## src/rtl/pipelined_cla_subtractor_pkg.sv

```systemverilog
// ============================================================================
// pipelined_cla_subtractor_pkg : slice width and stage-count helper shared by
// the pipelined lookahead subtractor.        Revision 1.0
// ============================================================================
`timescale 1ns/1ps
`default_nettype none

package pipelined_cla_subtractor_pkg;

   localparam int SLICE_W = 4;

   function automatic int stage_count(input int numbits);
      return numbits / SLICE_W;
   endfunction

endpackage

`default_nettype wire

```

## src/rtl/pipelined_cla_subtractor_slice4.sv

```systemverilog
// ============================================================================
// cla_sub_slice4 : combinational 4-bit lookahead subtract slice (a + ~b + ~bw).
// Revision 1.0
// ============================================================================
`timescale 1ns/1ps
`default_nettype none

module cla_sub_slice4
   import pipelined_cla_subtractor_pkg::*;
(
   input  logic [SLICE_W-1:0] i_a,
   input  logic [SLICE_W-1:0] i_b,
   input  logic               i_bw,
   output logic [SLICE_W-1:0] o_d,
   output logic               o_bw,
   output logic               o_c3
);

   logic [3:0] w_g;
   logic [3:0] w_p;
   logic [4:0] w_c;

   assign w_g = i_a & ~i_b;
   assign w_p = i_a ^ ~i_b;

   // Borrow-in maps to an inverted carry-in; borrow-out is the inverted carry-out.
   assign w_c[0] = ~i_bw;
   assign w_c[1] = w_g[0] | (w_p[0] & w_c[0]);
   assign w_c[2] = w_g[1] | (w_p[1] & w_g[0]) | (w_p[1] & w_p[0] & w_c[0]);
   assign w_c[3] = w_g[2] | (w_p[2] & w_g[1]) | (w_p[2] & w_p[1] & w_g[0])
                 | (w_p[2] & w_p[1] & w_p[0] & w_c[0]);
   assign w_c[4] = w_g[3] | (w_p[3] & w_g[2]) | (w_p[3] & w_p[2] & w_g[1])
                 | (w_p[3] & w_p[2] & w_p[1] & w_g[0])
                 | (w_p[3] & w_p[2] & w_p[1] & w_p[0] & w_c[0]);

   assign o_d  = w_p ^ w_c[3:0];
   assign o_bw = ~w_c[4];
   assign o_c3 = w_c[3];

endmodule

`default_nettype wire

```

## src/rtl/pipelined_cla_subtractor.sv

```systemverilog
// ============================================================================
// pipelined_cla_subtractor : NUMBITS/4-stage skewed lookahead subtractor with
// valid/ready flow control. Define PIPE_SUB_OVF_EN to add ovf_out. Rev 1.0
// ============================================================================
`timescale 1ns/1ps
`default_nettype none

module pipelined_cla_subtractor
   import pipelined_cla_subtractor_pkg::*;
#(
   parameter int NUMBITS = 8
) (
   input  logic               clk,
   input  logic               rst_n,
   input  logic [NUMBITS-1:0] a_in,
   input  logic [NUMBITS-1:0] b_in,
   input  logic               bw_in,
   input  logic               in_valid,
   output logic               in_ready,
   output logic [NUMBITS-1:0] d_out,
   output logic               bw_out,
   output logic               out_valid,
`ifdef PIPE_SUB_OVF_EN
   output logic               ovf_out,
`endif
   input  logic               out_ready
);

   localparam int STAGES = stage_count(NUMBITS);

   generate
      if (((NUMBITS % SLICE_W) != 0) || (NUMBITS < SLICE_W)) begin : g_bad_width
         $error("NUMBITS must be a positive multiple of 4");
      end
   endgenerate

   // Each rank carries the full word: upper operand slices still pending and
   // lower result slices already resolved, so one transaction stays aligned.
   logic [NUMBITS-1:0] r_a [STAGES];
   logic [NUMBITS-1:0] r_b [STAGES];
   logic [NUMBITS-1:0] r_d [STAGES];
   logic [STAGES-1:0]  r_v;
   logic [STAGES-1:0]  r_bw;

   logic [NUMBITS-1:0] w_sa [STAGES];
   logic [NUMBITS-1:0] w_sb [STAGES];
   logic [NUMBITS-1:0] w_sd [STAGES];
   logic [NUMBITS-1:0] w_nd [STAGES];
   logic [STAGES-1:0]  w_sbw;
   logic [STAGES-1:0]  w_sv;
   logic [STAGES-1:0]  w_nbw;
   logic [STAGES-1:0]  w_c3;
   logic               w_adv;
   logic               w_unused_c3;

   assign w_adv       = out_ready | ~r_v[STAGES-1];
   assign in_ready    = w_adv;
   assign w_unused_c3 = ^w_c3;

   generate
      for (genvar k = 0; k < STAGES; k++) begin : g_stage
         logic [SLICE_W-1:0] w_diff;

         if (k == 0) begin : g_first
            assign w_sa[k]  = a_in;
            assign w_sb[k]  = b_in;
            assign w_sd[k]  = '0;
            assign w_sbw[k] = bw_in;
            assign w_sv[k]  = in_valid;
         end else begin : g_next
            assign w_sa[k]  = r_a[k-1];
            assign w_sb[k]  = r_b[k-1];
            assign w_sd[k]  = r_d[k-1];
            assign w_sbw[k] = r_bw[k-1];
            assign w_sv[k]  = r_v[k-1];
         end

         cla_sub_slice4 u_slice (
            .i_a  (w_sa[k][k*SLICE_W +: SLICE_W]),
            .i_b  (w_sb[k][k*SLICE_W +: SLICE_W]),
            .i_bw (w_sbw[k]),
            .o_d  (w_diff),
            .o_bw (w_nbw[k]),
            .o_c3 (w_c3[k])
         );

         assign w_nd[k] = w_sd[k] | (NUMBITS'(w_diff) << (k*SLICE_W));
      end
   endgenerate

   always_ff @(posedge clk or negedge rst_n) begin
      if (!rst_n) begin
         for (int k = 0; k < STAGES; k++) begin
            r_a[k] <= '0;
            r_b[k] <= '0;
            r_d[k] <= '0;
         end
         r_v  <= '0;
         r_bw <= '0;
      end else if (w_adv) begin
         for (int k = 0; k < STAGES; k++) begin
            r_a[k] <= w_sa[k];
            r_b[k] <= w_sb[k];
            r_d[k] <= w_nd[k];
         end
         r_v  <= w_sv;
         r_bw <= w_nbw;
      end
   end

   assign d_out     = r_d[STAGES-1];
   assign bw_out    = r_bw[STAGES-1];
   assign out_valid = r_v[STAGES-1];

`ifdef PIPE_SUB_OVF_EN
   logic r_ovf;

   // Signed overflow: carry into the MSB differs from the carry out of it.
   always_ff @(posedge clk or negedge rst_n) begin
      if (!rst_n) begin
         r_ovf <= 1'b0;
      end else if (w_adv) begin
         r_ovf <= w_c3[STAGES-1] ^ ~w_nbw[STAGES-1];
      end
   end

   assign ovf_out = r_ovf;
`endif

endmodule

`default_nettype wire
```

## config.mk

```make
export PLATFORM = sky130hd
export DESIGN_NAME = pipelined_cla_subtractor
export DESIGN_NICKNAME = d
export VERILOG_FILES = /design/src/rtl/pipelined_cla_subtractor_pkg.sv /design/src/rtl/pipelined_cla_subtractor_slice4.sv /design/src/rtl/pipelined_cla_subtractor.sv
export SDC_FILE = /design/constraint.sdc
export NUM_CORES = 1
export LEC_CHECK = 0
export CORE_MARGIN = 3
export CORE_UTILIZATION = 49
export DETAILED_ROUTE_END_ITERATION = 8
export GPL_TIMING_DRIVEN = 1
export PLACE_DENSITY = 0.81
export SETUP_SLACK_MARGIN = 0.4
export SYNTH_ARGS = -nofsm -noshare
export SYNTH_HDL_FRONTEND = slang
export SYNTH_HIERARCHICAL = 1
export SYNTH_SLANG_ARGS = --single-unit
export TNS_END_PERCENT = 100
```

## constraint.sdc

```tcl
create_clock -name clk -period 2.25 [get_ports clk]
set_input_delay 0.45 -clock clk [delete_from_list [all_inputs] [get_ports clk]]
set_output_delay 0.45 -clock clk [all_outputs]
set_load 0.1 [all_outputs]
```

==> impl_metrics.xml, run 1 <==
<?xml version="1.0" encoding="UTF-8"?>
<metrics>
  <group name="setup_path">
    <metric name="crit_type" unit="">in -&gt; reg</metric>
    <metric name="cpMaxStageDelayCell" unit="">clkdlybuf4s50_1</metric>
    <metric name="rrSetupSlack" unit="ns">0.51</metric>
    <metric name="worst_reg2reg_path_startpoint" unit="">r_b[13]$_DFFE_PN0P_</metric>
    <metric name="required" unit="ns">2.46</metric>
    <metric name="crit_path_cells" unit="">clkdlybuf4s50_1, ha_4, and4b_1, a211oi_2, xnor2_1, mux2_4</metric>
    <metric name="slowest_delay" unit="ns">0.51</metric>
    <metric name="worstSetupStartpointType" unit="">input pin</metric>
    <metric name="timing.critical_path.max_delay_family" unit="">buffers and inverters</metric>
    <metric name="r2r_cell_count" unit="">6</metric>
    <metric name="critPathMaxFanout" unit="">2</metric>
    <metric name="critical_path.n_buffers_inverters" unit="">1</metric>
    <metric name="arrival" unit="ns">1.99</metric>
    <metric name="endpoint_kind" unit="">register</metric>
    <metric name="worst_r2r_endpoint" unit="">d_out[7]$_DFFE_PN0P_</metric>
  </group>
  <group name="pwr">
    <metric name="comb_power_share" unit="%">57.4</metric>
    <metric name="vdd_ir_drop_max" unit="mV">0.9055</metric>
    <metric name="netSwitchingFraction" unit="%">47.88</metric>
    <metric name="powerDensity" unit="nW/um^2">1055</metric>
    <metric name="power.share.clock" unit="%">9.6</metric>
    <metric name="power.static_leakage" unit="nW">0.9173</metric>
    <metric name="netSwitchingPower" unit="W">0.0008896</metric>
    <metric name="power.share.sequential" unit="%">33.0</metric>
    <metric name="intPower" unit="W">0.0009683</metric>
  </group>
  <group name="logic_synthesis">
    <metric name="syn-cell-area" unit="um^2">1396</metric>
    <metric name="synthFlopType" unit="">dfrtp_1</metric>
    <metric name="number_of_enable_type_register_cells_in_the_synthesized_netlist" unit="">0</metric>
    <metric name="synth.distinct_cells" unit="">17</metric>
    <metric name="syn_nets" unit="">135</metric>
    <metric name="synth.cells.most_frequent" unit="">24 x dfrtp_1, 18 x mux2_4, 14 x inv_1</metric>
    <metric name="synth.most_common_cell" unit="">dfrtp_1</metric>
    <metric name="post_synth_main_area_contributors" unit="">dfrtp_1 43%, mux2_4 19%, ha_1 7.2%</metric>
    <metric name="synth-warning-count" unit="">6</metric>
    <metric name="post-synth-top-area-cell" unit="">dfrtp_1</metric>
    <metric name="synth-async-reset-ratio" unit="%">100.0</metric>
    <metric name="synth.top_cell.area_share" unit="%">43.01</metric>
    <metric name="synthesis.instances" unit="">104</metric>
    <metric name="sequential_fraction_of_the_synthesis_area" unit="%">43.01</metric>
    <metric name="synthesis.area_per_instance" unit="um^2">13.43</metric>
    <metric name="synth_seq_cells" unit="">24</metric>
  </group>
  <group name="clocking">
    <metric name="clock_edge_transition_at_the_registers_on_the_reported_setup_and_hold_paths" unit="ns">0.12</metric>
    <metric name="cts-root-buf" unit="">clkbuf_4</metric>
    <metric name="htree_num_levels" unit="">1</metric>
    <metric name="cts.path.max_buffers" unit="">2</metric>
    <metric name="clock_latency" unit="ns">0.30</metric>
    <metric name="cts_buffers" unit="">3</metric>
    <metric name="tritoncts" unit="">done</metric>
    <metric name="clkSinkCount" unit="">24</metric>
  </group>
  <group name="timing">
    <metric name="final.period_utilization" unit="%">79.45</metric>
    <metric name="max_freq" unit="MHz">559.4</metric>
    <metric name="worst_slew_margin_rel" unit="%">80.58</metric>
    <metric name="fin_crit" unit="ns">1.788</metric>
    <metric name="timing.final.setup_violations" unit="">0</metric>
    <metric name="grt_setup_unrepaired" unit="">true</metric>
    <metric name="hold_ws" unit="ns">0.4756</metric>
    <metric name="hold_viol" unit="">0</metric>
    <metric name="worst_pin_slew" unit="ns">0.2913</metric>
    <metric name="finalSetupTns" unit="ns">0</metric>
    <metric name="timing.final.max_slew_violations" unit="">0</metric>
    <metric name="skew" unit="ns">0.001294</metric>
    <metric name="final_critical_path_setup_slack" unit="ns">0.4623</metric>
  </group>
  <group name="cells_and_area">
    <metric name="seqCellArea" unit="um^2">600.6</metric>
    <metric name="multiInputGateArea" unit="um^2">683.2</metric>
    <metric name="layout.cells.non_filler" unit="">164</metric>
    <metric name="num-nets-final" unit="">167</metric>
    <metric name="area.growth.synth_to_final" unit="%">26.16</metric>
    <metric name="fill_cells" unit="">190</metric>
    <metric name="drive_gt1_share" unit="%">41.79</metric>
    <metric name="num_antenna_cells" unit="">0</metric>
  </group>
  <group name="grt">
    <metric name="globalRouteOverflowTotal" unit="">0</metric>
    <metric name="gr-usage-met2" unit="%">25.59</metric>
    <metric name="groute.layer.met1.usage" unit="%">16.97</metric>
    <metric name="grt_max_degree" unit="">25</metric>
    <metric name="via_count_of_the_first_global_routing_pass" unit="">843</metric>
    <metric name="grt_antenna_before_repair" unit="">0</metric>
    <metric name="grt.busiest_layer" unit="">met2</metric>
    <metric name="grtUsageTotal" unit="%">14.56</metric>
    <metric name="grt_pass1_wl" unit="um">3732</metric>
    <metric name="gr-usage-met3" unit="%">1.307</metric>
  </group>
  <group name="floorplanning">
    <metric name="die-area" unit="um^2">3526</metric>
    <metric name="start_util" unit="%">53.91</metric>
    <metric name="die_w" unit="um">59.38</metric>
    <metric name="io-pin-count" unit="">32</metric>
    <metric name="core.rowCount" unit="">18</metric>
    <metric name="height_of_the_chip" unit="um">59.38</metric>
    <metric name="core" unit="um^2">2590</metric>
  </group>
  <group name="placement">
    <metric name="placed_cells_incl_taps" unit="">160</metric>
    <metric name="place_ws" unit="ns">0.003511</metric>
    <metric name="port-buffer-count" unit="">31</metric>
    <metric name="hpwl" unit="um">1675</metric>
    <metric name="place.gp.congestion" unit="">0.7707</metric>
  </group>
  <group name="route">
    <metric name="first_pass_iters" unit="">4</metric>
    <metric name="dr.first_iter.drc_count" unit="">15</metric>
    <metric name="remaining_antenna_violation_count_after_routing" unit="">0</metric>
    <metric name="wire_per_inst" unit="um">13.88</metric>
    <metric name="via_per_inst" unit="">5.073</metric>
    <metric name="residual_drc_count" unit="">0</metric>
    <metric name="totalWireLength" unit="um">2276</metric>
    <metric name="num_vias" unit="">832</metric>
  </group>
  <group name="hold_path">
    <metric name="worst_hold_path_type" unit="">in -&gt; async</metric>
  </group>
  <group name="job">
    <metric name="drv.max_cap_violation_count" unit="">0</metric>
  </group>
  <group name="outcome">
    <metric name="outcome" unit="">complete, no violations</metric>
  </group>
</metrics>
==> sequential cells by signal, indices dropped and copies added (netlist names) <==
register	cells
r_bw	2
r_d	4
r_b	4
d_out	8
r_v	2
r_a	4
==> cells in the final DEF, fill, tap and decap left out, drive strengths merged, types with 3 or more instances in the layout <==
cell           instances
dfrtp                 24
mux2                  23
buf                   18
clkdlybuf4s50         16
inv                   16
ha                     8
xnor2                  6
a21o                   4
dlymetal6s2s           4
a21oi                  4
clkbuf                 3
==> cell families after synthesis <==
logic type	synth area share [%]
buffers and inverters	11.02
AND/OR/NAND/NOR	2.867
XOR/XNOR	3.763
flip-flops	43.01
AO/OA/AOI/OAI	5.914
adder cells (fa/ha/maj)	10.04
multiplexers	23.39
==> layout make-up <==
type	instances	share of cell area, %
clock buffer	3	1.278
tap	30	2.131
timing repair buffer	38	20.31
inverter	16	3.409
multi-input combinational	53	38.78
sequential	24	34.09
==> worst max-delay path by stage <==
| stage | startpoint | end | slack, ns | cells after the start |
|---|---|---|---|---|
| after global routing | b_in[2] | r_d[11]$_DFFE_PN0P_ | 0.38 | 7 |
| final | a_in[2] | r_d[11]$_DFFE_PN0P_ | 0.46 | 6 |
| after global placement | b_in[1] | r_d[11]$_DFFE_PN0P_ | 0.06 | 7 |
| after CTS | b_in[0] | r_d[11]$_DFFE_PN0P_ | 0.40 | 7 |
| after floorplan | r_v[1]$_DFFE_PN0P_ | in_ready | 0.44 | 3 |
| after detailed placement | b_in[0] | r_d[11]$_DFFE_PN0P_ | 0.004 | 7 |
==> power by group through the flow <==
stage,combinational [W],clock (W),sequential (W)
2_1_floorplan,0.000881,0,0.000663
3_3_place_gp,0.00104,0,0.000617
3_5_place_dp,0.00106,0,0.000620
4_1_cts,0.00106,0.000192,0.000613
5_1_grt,0.00112,0.000201,0.000626
6_report,0.00107,0.000178,0.000612
==> stage by stage <==
| stage | area, um^2 | power, W | utilization [%] |
|---|---|---|---|
| after CTS | 1723 | 0.001869 | 66.52 |
| after global placement | 1680 | 0.001660 | 64.88 |
| after global routing | 1762 | 0.001943 | 68.02 |
| final | 1762 | 0.001858 | 68.02 |
| after detailed placement | 1680 | 0.001676 | 64.88 |
| after floorplan | 1396 | 0.001544 | - |
==> timing repair <==
action / CTS / global route
buffers inserted: 1 / 0
hold buffers: 0 / 0
endpoints found under the setup margin: 2 / 3
resized for setup: 1 / 9
pin swaps: 1 / 4
==> layer usage <==
metal	share of wire (%)	up-vias
li1	-	397
met2	50	27
met5	0	-
met1	42	403
met3	5.8	5
met4	2.5	0
Note: power is estimated with default switching activity, not from simulation.
==> run 2, diff against run 1 <==
==> constraint.sdc (replaced) <==
create_clock -name clk -period 1.9 [get_ports clk]
set_input_delay 0.38 -clock clk [delete_from_list [all_inputs] [get_ports clk]]
set_output_delay 0.38 -clock clk [all_outputs]
set_load 0.1 [all_outputs]
==> impl_metrics.xml, run 2 (synthesis gave the netlist of run 1 again) <==
<?xml version="1.0" encoding="UTF-8"?>
<metrics>
  <group name="pwr">
    <metric name="power.static_leakage" unit="nW">0.9655</metric>
    <metric name="power.share.clock" unit="%">9.1</metric>
    <metric name="intPower" unit="W">0.001293</metric>
    <metric name="comb_power_share" unit="%">59.9</metric>
    <metric name="power.share.sequential" unit="%">31.0</metric>
    <metric name="netSwitchingPower" unit="W">0.001112</metric>
    <metric name="vdd_ir_drop_max" unit="mV">1.103</metric>
    <metric name="netSwitchingFraction" unit="%">46.23</metric>
    <metric name="powerDensity" unit="nW/um^2">1234</metric>
    <metric name="power.total" unit="W">0.002405</metric>
  </group>
  <group name="placement">
    <metric name="place.gp.congestion" unit="">0.7169</metric>
    <metric name="port-buffer-count" unit="">31</metric>
    <metric name="hpwl" unit="um">1829</metric>
    <metric name="placed_cells_incl_taps" unit="">161</metric>
  </group>
  <group name="clocking">
    <metric name="clock_edge_transition_at_the_registers_on_the_reported_setup_and_hold_paths" unit="ns">0.12</metric>
    <metric name="tritoncts" unit="">done</metric>
    <metric name="cts-root-buf" unit="">clkbuf_4</metric>
    <metric name="postCtsHoldBufs" unit="">0</metric>
    <metric name="cts_buffers" unit="">3</metric>
    <metric name="clkSinkCount" unit="">24</metric>
    <metric name="htree_num_levels" unit="">1</metric>
    <metric name="cts.path.max_buffers" unit="">2</metric>
    <metric name="clock_latency" unit="ns">0.30</metric>
  </group>
  <group name="cells_and_area">
    <metric name="final_common_cell" unit="">dfrtp_1</metric>
    <metric name="area.growth.synth_to_final" unit="%">39.52</metric>
    <metric name="fill_cells" unit="">175</metric>
    <metric name="commonest_cells_after_routing_fill_and_taps_aside" unit="">23 x dfrtp_1, 20 x mux2_4, 18 x buf_4, 12 x clkdlybuf4s50_1, 10 x inv_2</metric>
    <metric name="drive_gt1_share" unit="%">53.15</metric>
    <metric name="layout.cells.non_filler" unit="">173</metric>
    <metric name="num_antenna_cells" unit="">0</metric>
    <metric name="utilization" unit="%">75.22</metric>
    <metric name="num-nets-final" unit="">175</metric>
    <metric name="largest_register_ff_count" unit="">8</metric>
  </group>
  <group name="setup_path">
    <metric name="r2r_cell_count" unit="">6</metric>
    <metric name="rrSetupSlack" unit="ns">0.27</metric>
    <metric name="arrival" unit="ns">1.82</metric>
    <metric name="worst_r2r_endpoint" unit="">d_out[7]$_DFFE_PN0P_</metric>
    <metric name="endpoint_kind" unit="">register</metric>
    <metric name="worstSetupStartpointType" unit="">register</metric>
    <metric name="worst_reg2reg_path_startpoint" unit="">r_b[13]$_DFFE_PN0P_</metric>
    <metric name="critPathMaxFanout" unit="">4</metric>
    <metric name="crit_type" unit="">reg -&gt; reg</metric>
    <metric name="required" unit="ns">2.10</metric>
  </group>
  <group name="timing">
    <metric name="grt_setup_unrepaired" unit="">true</metric>
    <metric name="worst_slew_margin_rel" unit="%">80.62</metric>
    <metric name="max_freq" unit="MHz">615.2</metric>
    <metric name="skew" unit="ns">0.002043</metric>
    <metric name="timing.final.setup_violations" unit="">0</metric>
    <metric name="fin_crit" unit="ns">1.625</metric>
    <metric name="worst_pin_slew" unit="ns">0.2907</metric>
    <metric name="final.period_utilization" unit="%">85.55</metric>
    <metric name="timing.final.max_slew_violations" unit="">0</metric>
    <metric name="hold_viol" unit="">0</metric>
    <metric name="finalSetupTns" unit="ns">0</metric>
  </group>
  <group name="grt">
    <metric name="grt_antenna_before_repair" unit="">0</metric>
    <metric name="grt_pass1_wl" unit="um">4353</metric>
    <metric name="grtUsageTotal" unit="%">16.15</metric>
    <metric name="globalRouteOverflowTotal" unit="">0</metric>
    <metric name="via_count_of_the_first_global_routing_pass" unit="">975</metric>
    <metric name="grt_max_degree" unit="">25</metric>
  </group>
  <group name="route">
    <metric name="num_vias" unit="">855</metric>
    <metric name="first_pass_iters" unit="">4</metric>
    <metric name="remaining_antenna_violation_count_after_routing" unit="">0</metric>
    <metric name="via_per_inst" unit="">4.942</metric>
    <metric name="dr.first_iter.drc_count" unit="">23</metric>
    <metric name="wire_per_inst" unit="um">14.39</metric>
    <metric name="residual_drc_count" unit="">0</metric>
    <metric name="totalWireLength" unit="um">2489</metric>
  </group>
  <group name="floorplanning">
    <metric name="core.rowCount" unit="">18</metric>
    <metric name="die-area" unit="um^2">3526</metric>
    <metric name="io-pin-count" unit="">32</metric>
    <metric name="start_util" unit="%">53.91</metric>
    <metric name="core" unit="um^2">2590</metric>
    <metric name="die_w" unit="um">59.38</metric>
    <metric name="height_of_the_chip" unit="um">59.38</metric>
  </group>
  <group name="job">
    <metric name="drv.max_cap_violation_count" unit="">0</metric>
  </group>
  <group name="outcome">
    <metric name="outcome" unit="">complete, no violations</metric>
  </group>
  <group name="hold_path">
    <metric name="worst_hold_path_type" unit="">in -&gt; async</metric>
  </group>
</metrics>
==> run 2: changes by cell type in the layout (fill, tap and decap cells not counted), moves of 2 or more <==
| cell | before | now |
|---|---|---|
| dlymetal6s2s_1 | 4 | 1 |
| buf_12 | 1 | 6 |
| inv_1 | 12 | 6 |
| a211oi_4 | 0 | 2 |
| ha_4 | 3 | 6 |
| a211oi_2 | 2 | 0 |
| buf_6 | 0 | 2 |
| inv_2 | 4 | 10 |
| ha_1 | 5 | 2 |
| dlygate4sd2_1 | 0 | 5 |
| clkdlybuf4s15_1 | 0 | 2 |
| clkdlybuf4s50_1 | 16 | 12 |
==> run 2: how the worst max path moves through the flow <==
stage | from | cells after the start | endpoint | slack (ns)
after floorplan | r_b[12]$_DFFE_PN0P_ | 6 | d_out[7]$_DFFE_PN0P_ | 0.36
after detailed placement | a_in[1] | 6 | r_d[11]$_DFFE_PN0P_ | -0.19
after global routing | r_b[13]$_DFFE_PN0P_ | 6 | d_out[7]$_DFFE_PN0P_ | 0.22
after global placement | a_in[1] | 6 | r_d[11]$_DFFE_PN0P_ | -0.14
final | r_b[13]$_DFFE_PN0P_ | 6 | d_out[7]$_DFFE_PN0P_ | 0.27
after CTS | r_a[12]$_DFFE_PN0P_ | 5 | d_out[7]$_DFFE_PN0P_ | 0.24
==> run 2: critical path, stage by stage, from the launching register on <==
cell	delay, ns
dfrtp_1	0.41
inv_2	0.07
ha_4	0.21
a21o_1	0.19
a211oi_4	0.30
xnor2_1	0.10
mux2_4	0.26
==> run 2: metrics by stage <==
| step | cell area [um^2] | setup slack, ns | hold slack [ns] |
|---|---|---|---|
| after detailed placement | 1821 | -0.1898 | 0.4550 |
| final | 1948 | 0.2746 | 0.4176 |
| after global routing | 1948 | 0.2180 | 0.4456 |
| after global placement | 1821 | -0.1359 | 0.4484 |
| after CTS | 1891 | 0.2399 | 0.4195 |
| after floorplan | 1475 | 0.3587 | 0.08441 |
==> run 2: layout make-up <==
class / instances / area, um^2 / share of cell area, %
Clock buffer: 4 / 26.28 / 1.349
Inverter: 16 / 60.06 / 3.083
Multi-Input combinational cell: 53 / 745.7 / 38.28
Sequential cell: 24 / 604.3 / 31.02
Tap cell: 30 / 37.54 / 1.927
Timing Repair Buffer: 46 / 474.2 / 24.34
==> run 2: timing repair <==
action | in CTS | in global routing
resized for setup | 10 | 13
pin swaps | 7 | 9
buffers inserted | 6 | 2
endpoints found under the setup margin | 9 | 7
cloned | 0 | 0
==> run 2: power by group through the flow <==
| stage | combinational, W | clock (W) | sequential, W |
|---|---|---|---|
| after global placement | 0.00134 | 0 | 0.000748 |
| after CTS | 0.00139 | 0.000232 | 0.000743 |
| after detailed placement | 0.00136 | 0 | 0.000754 |
| after global routing | 0.00150 | 0.000246 | 0.000767 |
| final | 0.00144 | 0.000219 | 0.000745 |
| after floorplan | 0.00107 | 0 | 0.000790 |
==> run 2: routing by layer <==
layer  vias to the layer above  wire, um  global-route usage, %
met5                         -         0                      0
met4                         0        19                  5.825
met3                         2       107                  1.307
met2                        20      1374                  30.73
met1                       423       987                  18.49
li1                        410         -                      -
==> run 3, diff against run 2 <==
--- a/config.mk
+++ b/config.mk
@@ -6,10 +6,10 @@
 export NUM_CORES = 1
 export LEC_CHECK = 0
 export CORE_MARGIN = 3
-export CORE_UTILIZATION = 49
+export CORE_UTILIZATION = 45
 export DETAILED_ROUTE_END_ITERATION = 8
 export GPL_TIMING_DRIVEN = 1
-export PLACE_DENSITY = 0.81
+export PLACE_DENSITY = 0.79
 export SETUP_SLACK_MARGIN = 0.4
 export SYNTH_ARGS = -nofsm -noshare
 export SYNTH_HDL_FRONTEND = slang
==> constraint.sdc (replaced) <==
create_clock -name clk -period 1.41 [get_ports clk]
set_input_delay 0.282 -clock clk [delete_from_list [all_inputs] [get_ports clk]]
set_output_delay 0.282 -clock clk [all_outputs]
set_load 0.1 [all_outputs]
==> impl_metrics.xml, run 3 (synthesis gave the netlist of run 1 again) <==
<?xml version="1.0" encoding="UTF-8"?>
<metrics>
  <group name="outcome">
    <metric name="outcome" unit="">finished, violations left</metric>
    <metric name="violations" unit="">negative setup slack</metric>
  </group>
  <group name="route">
    <metric name="wire_per_inst" unit="um">19.90</metric>
    <metric name="remaining_antenna_violation_count_after_routing" unit="">0</metric>
    <metric name="dr.first_iter.drc_count" unit="">35</metric>
    <metric name="first_pass_iters" unit="">4</metric>
    <metric name="num_vias" unit="">981</metric>
    <metric name="totalWireLength" unit="um">3761</metric>
    <metric name="residual_drc_count" unit="">0</metric>
    <metric name="via_per_inst" unit="">5.190</metric>
  </group>
  <group name="cells_and_area">
    <metric name="num-nets-final" unit="">190</metric>
    <metric name="layout.cell_area.non_filler" unit="um^2">2285</metric>
    <metric name="largest_register_ff_count" unit="">8</metric>
    <metric name="final_common_cell" unit="">mux2_4</metric>
    <metric name="num_antenna_cells" unit="">0</metric>
    <metric name="area.growth.synth_to_final" unit="%">63.62</metric>
    <metric name="drive_gt1_share" unit="%">62.03</metric>
    <metric name="utilization" unit="%">80.09</metric>
    <metric name="commonest_cells_after_routing_fill_and_taps_aside" unit="">23 x mux2_4, 22 x dfrtp_1, 16 x buf_6, 15 x buf_12, 13 x clkdlybuf4s50_1</metric>
  </group>
  <group name="pwr">
    <metric name="vdd_ir_drop_max" unit="mV">0.7635</metric>
    <metric name="power.static_leakage" unit="nW">1.128</metric>
    <metric name="powerDensity" unit="nW/um^2">1675</metric>
    <metric name="power.total" unit="W">0.003827</metric>
  </group>
  <group name="timing">
    <metric name="timing.final.max_slew_violations" unit="">0</metric>
    <metric name="worst_pin_slew" unit="ns">0.3514</metric>
    <metric name="fin_crit" unit="ns">1.777</metric>
    <metric name="final.period_utilization" unit="%">126.0</metric>
    <metric name="skew" unit="ns">0.001675</metric>
    <metric name="final_critical_path_setup_slack" unit="ns">-0.3669</metric>
    <metric name="timing.final.setup_violations" unit="">19</metric>
    <metric name="grt_setup_unrepaired" unit="">true</metric>
    <metric name="worst_slew_margin_rel" unit="%">76.53</metric>
    <metric name="max_freq" unit="MHz">562.8</metric>
    <metric name="hold_viol" unit="">0</metric>
    <metric name="finalSetupTns" unit="ns">-1.797</metric>
  </group>
  <group name="grt">
    <metric name="grtUsageTotal" unit="%">18.45</metric>
    <metric name="grt_max_degree" unit="">25</metric>
    <metric name="via_count_of_the_first_global_routing_pass" unit="">1104</metric>
    <metric name="grt_antenna_before_repair" unit="">0</metric>
    <metric name="globalRouteOverflowTotal" unit="">0</metric>
    <metric name="grt_pass1_wl" unit="um">4995</metric>
  </group>
  <group name="floorplanning">
    <metric name="core" unit="um^2">2853</metric>
    <metric name="height_of_the_chip" unit="um">61.71</metric>
    <metric name="core.rowCount" unit="">19</metric>
    <metric name="die-area" unit="um^2">3808</metric>
    <metric name="start_util" unit="%">48.95</metric>
    <metric name="io-pin-count" unit="">32</metric>
    <metric name="die_w" unit="um">61.71</metric>
  </group>
  <group name="setup_path">
    <metric name="crit_type" unit="">reg -&gt; reg</metric>
    <metric name="setup.worst_path.end" unit="">r_bw[1]$_DFFE_PN0P_</metric>
    <metric name="rrSetupSlack" unit="ns">-0.37</metric>
    <metric name="endpoint_kind" unit="">register</metric>
    <metric name="required" unit="ns">1.68</metric>
    <metric name="worstSetupStartpointType" unit="">register</metric>
    <metric name="worst_reg2reg_path_startpoint" unit="">r_a[13]$_DFFE_PN0P_</metric>
    <metric name="arrival" unit="ns">2.05</metric>
    <metric name="worst_r2r_endpoint" unit="">r_bw[1]$_DFFE_PN0P_</metric>
    <metric name="r2r_cell_count" unit="">7</metric>
    <metric name="critPathMaxFanout" unit="">3</metric>
    <metric name="startpoint" unit="">r_a[13]$_DFFE_PN0P_</metric>
  </group>
  <group name="clocking">
    <metric name="tritoncts" unit="">done</metric>
    <metric name="clock_edge_transition_at_the_registers_on_the_reported_setup_and_hold_paths" unit="ns">0.13</metric>
    <metric name="clock_latency" unit="ns">0.32</metric>
    <metric name="cts.path.max_buffers" unit="">2</metric>
    <metric name="cts-root-buf" unit="">clkbuf_4</metric>
    <metric name="htree_num_levels" unit="">1</metric>
    <metric name="clkSinkCount" unit="">24</metric>
    <metric name="postCtsHoldBufs" unit="">0</metric>
    <metric name="cts_buffers" unit="">3</metric>
  </group>
  <group name="hold_path">
    <metric name="worst_hold_path_type" unit="">in -&gt; async</metric>
  </group>
  <group name="placement">
    <metric name="hpwl" unit="um">1939</metric>
    <metric name="place_area" unit="um^2">1959</metric>
    <metric name="place.gp.congestion" unit="">0.7556</metric>
    <metric name="port-buffer-count" unit="">31</metric>
    <metric name="place_ws" unit="ns">-0.5799</metric>
  </group>
  <group name="job">
    <metric name="drv.max_cap_violation_count" unit="">0</metric>
  </group>
</metrics>
-- run 3: cell types whose count changed in the layout (fill, tap and decap cells not counted), sizes merged --
cell           before  now
buf                26   47
dlygate4sd2         5    1
clkdlybuf4s15       2    0
clkdlybuf4s50      12   13
dlymetal6s2s        1    0
-- run 3: layout make-up --
cell class,count,area (um^2)
Clock buffer,4,36.28
Fill cell,164,568.0
Inverter,16,62.56
Sequential cell,24,605.6
Tap cell,31,38.79
Timing Repair Buffer,61,772.0
Multi-Input combinational cell,53,769.5
-- run 3: how the worst min path moves through the flow --
stage / slack, ns / end / startpoint
finish: 0.30 / r_a[14]$_DFFE_PN0P_ / rst_n
floorplan: -0.01 / d_out[0]$_DFFE_PN0P_ / rst_n
global placement: 0.45 / r_v[1]$_DFFE_PN0P_ / r_v[0]$_DFFE_PN0P_
global route: 0.32 / d_out[4]$_DFFE_PN0P_ / rst_n
CTS: 0.32 / r_a[14]$_DFFE_PN0P_ / rst_n
detailed placement: 0.49 / r_v[1]$_DFFE_PN0P_ / r_v[0]$_DFFE_PN0P_
-- run 3: per-layer routing --
layer	wire length [um]	global-route usage, %
met5	0	0
met3	155	3.512
met1	1227	18.01
met2	2214	34.68
met4	163	12.42
-- run 3: per-stage QoR --
step	instances	hold slack, ns
after floorplan	104	-0.01359
after global placement	167	0.4489
after detailed placement	167	0.4916
after CTS	181	0.3177
after global routing	189	0.3175
final	189	0.3039
-- run 3: worst max-delay path, stage by stage (launching register included) --
cell and delay, ns:
dfrtp_1 0.45, ha_4 0.26, and4b_1 0.23, a211oi_2 0.31
buf_4 0.18, inv_2 0.03, a21oi_2 0.12, mux2_4 0.15
-- run 3: repair_timing --
item                       4_1_cts  5_1_grt
setup buffers                    8        8
setup endpoints to repair       34       35
pin swaps                       12        6
gates cloned                     2        0
gates resized for setup         43       12
-- run 3: where the power goes --
part,switching (W),leakage (nW),internal [W]
clock,0.000216,0.0210,0.000158
sequential,0.000192,0.276,0.000869
combinational,0.00127,0.831,0.00112
total,0.00168,1.13,0.00215
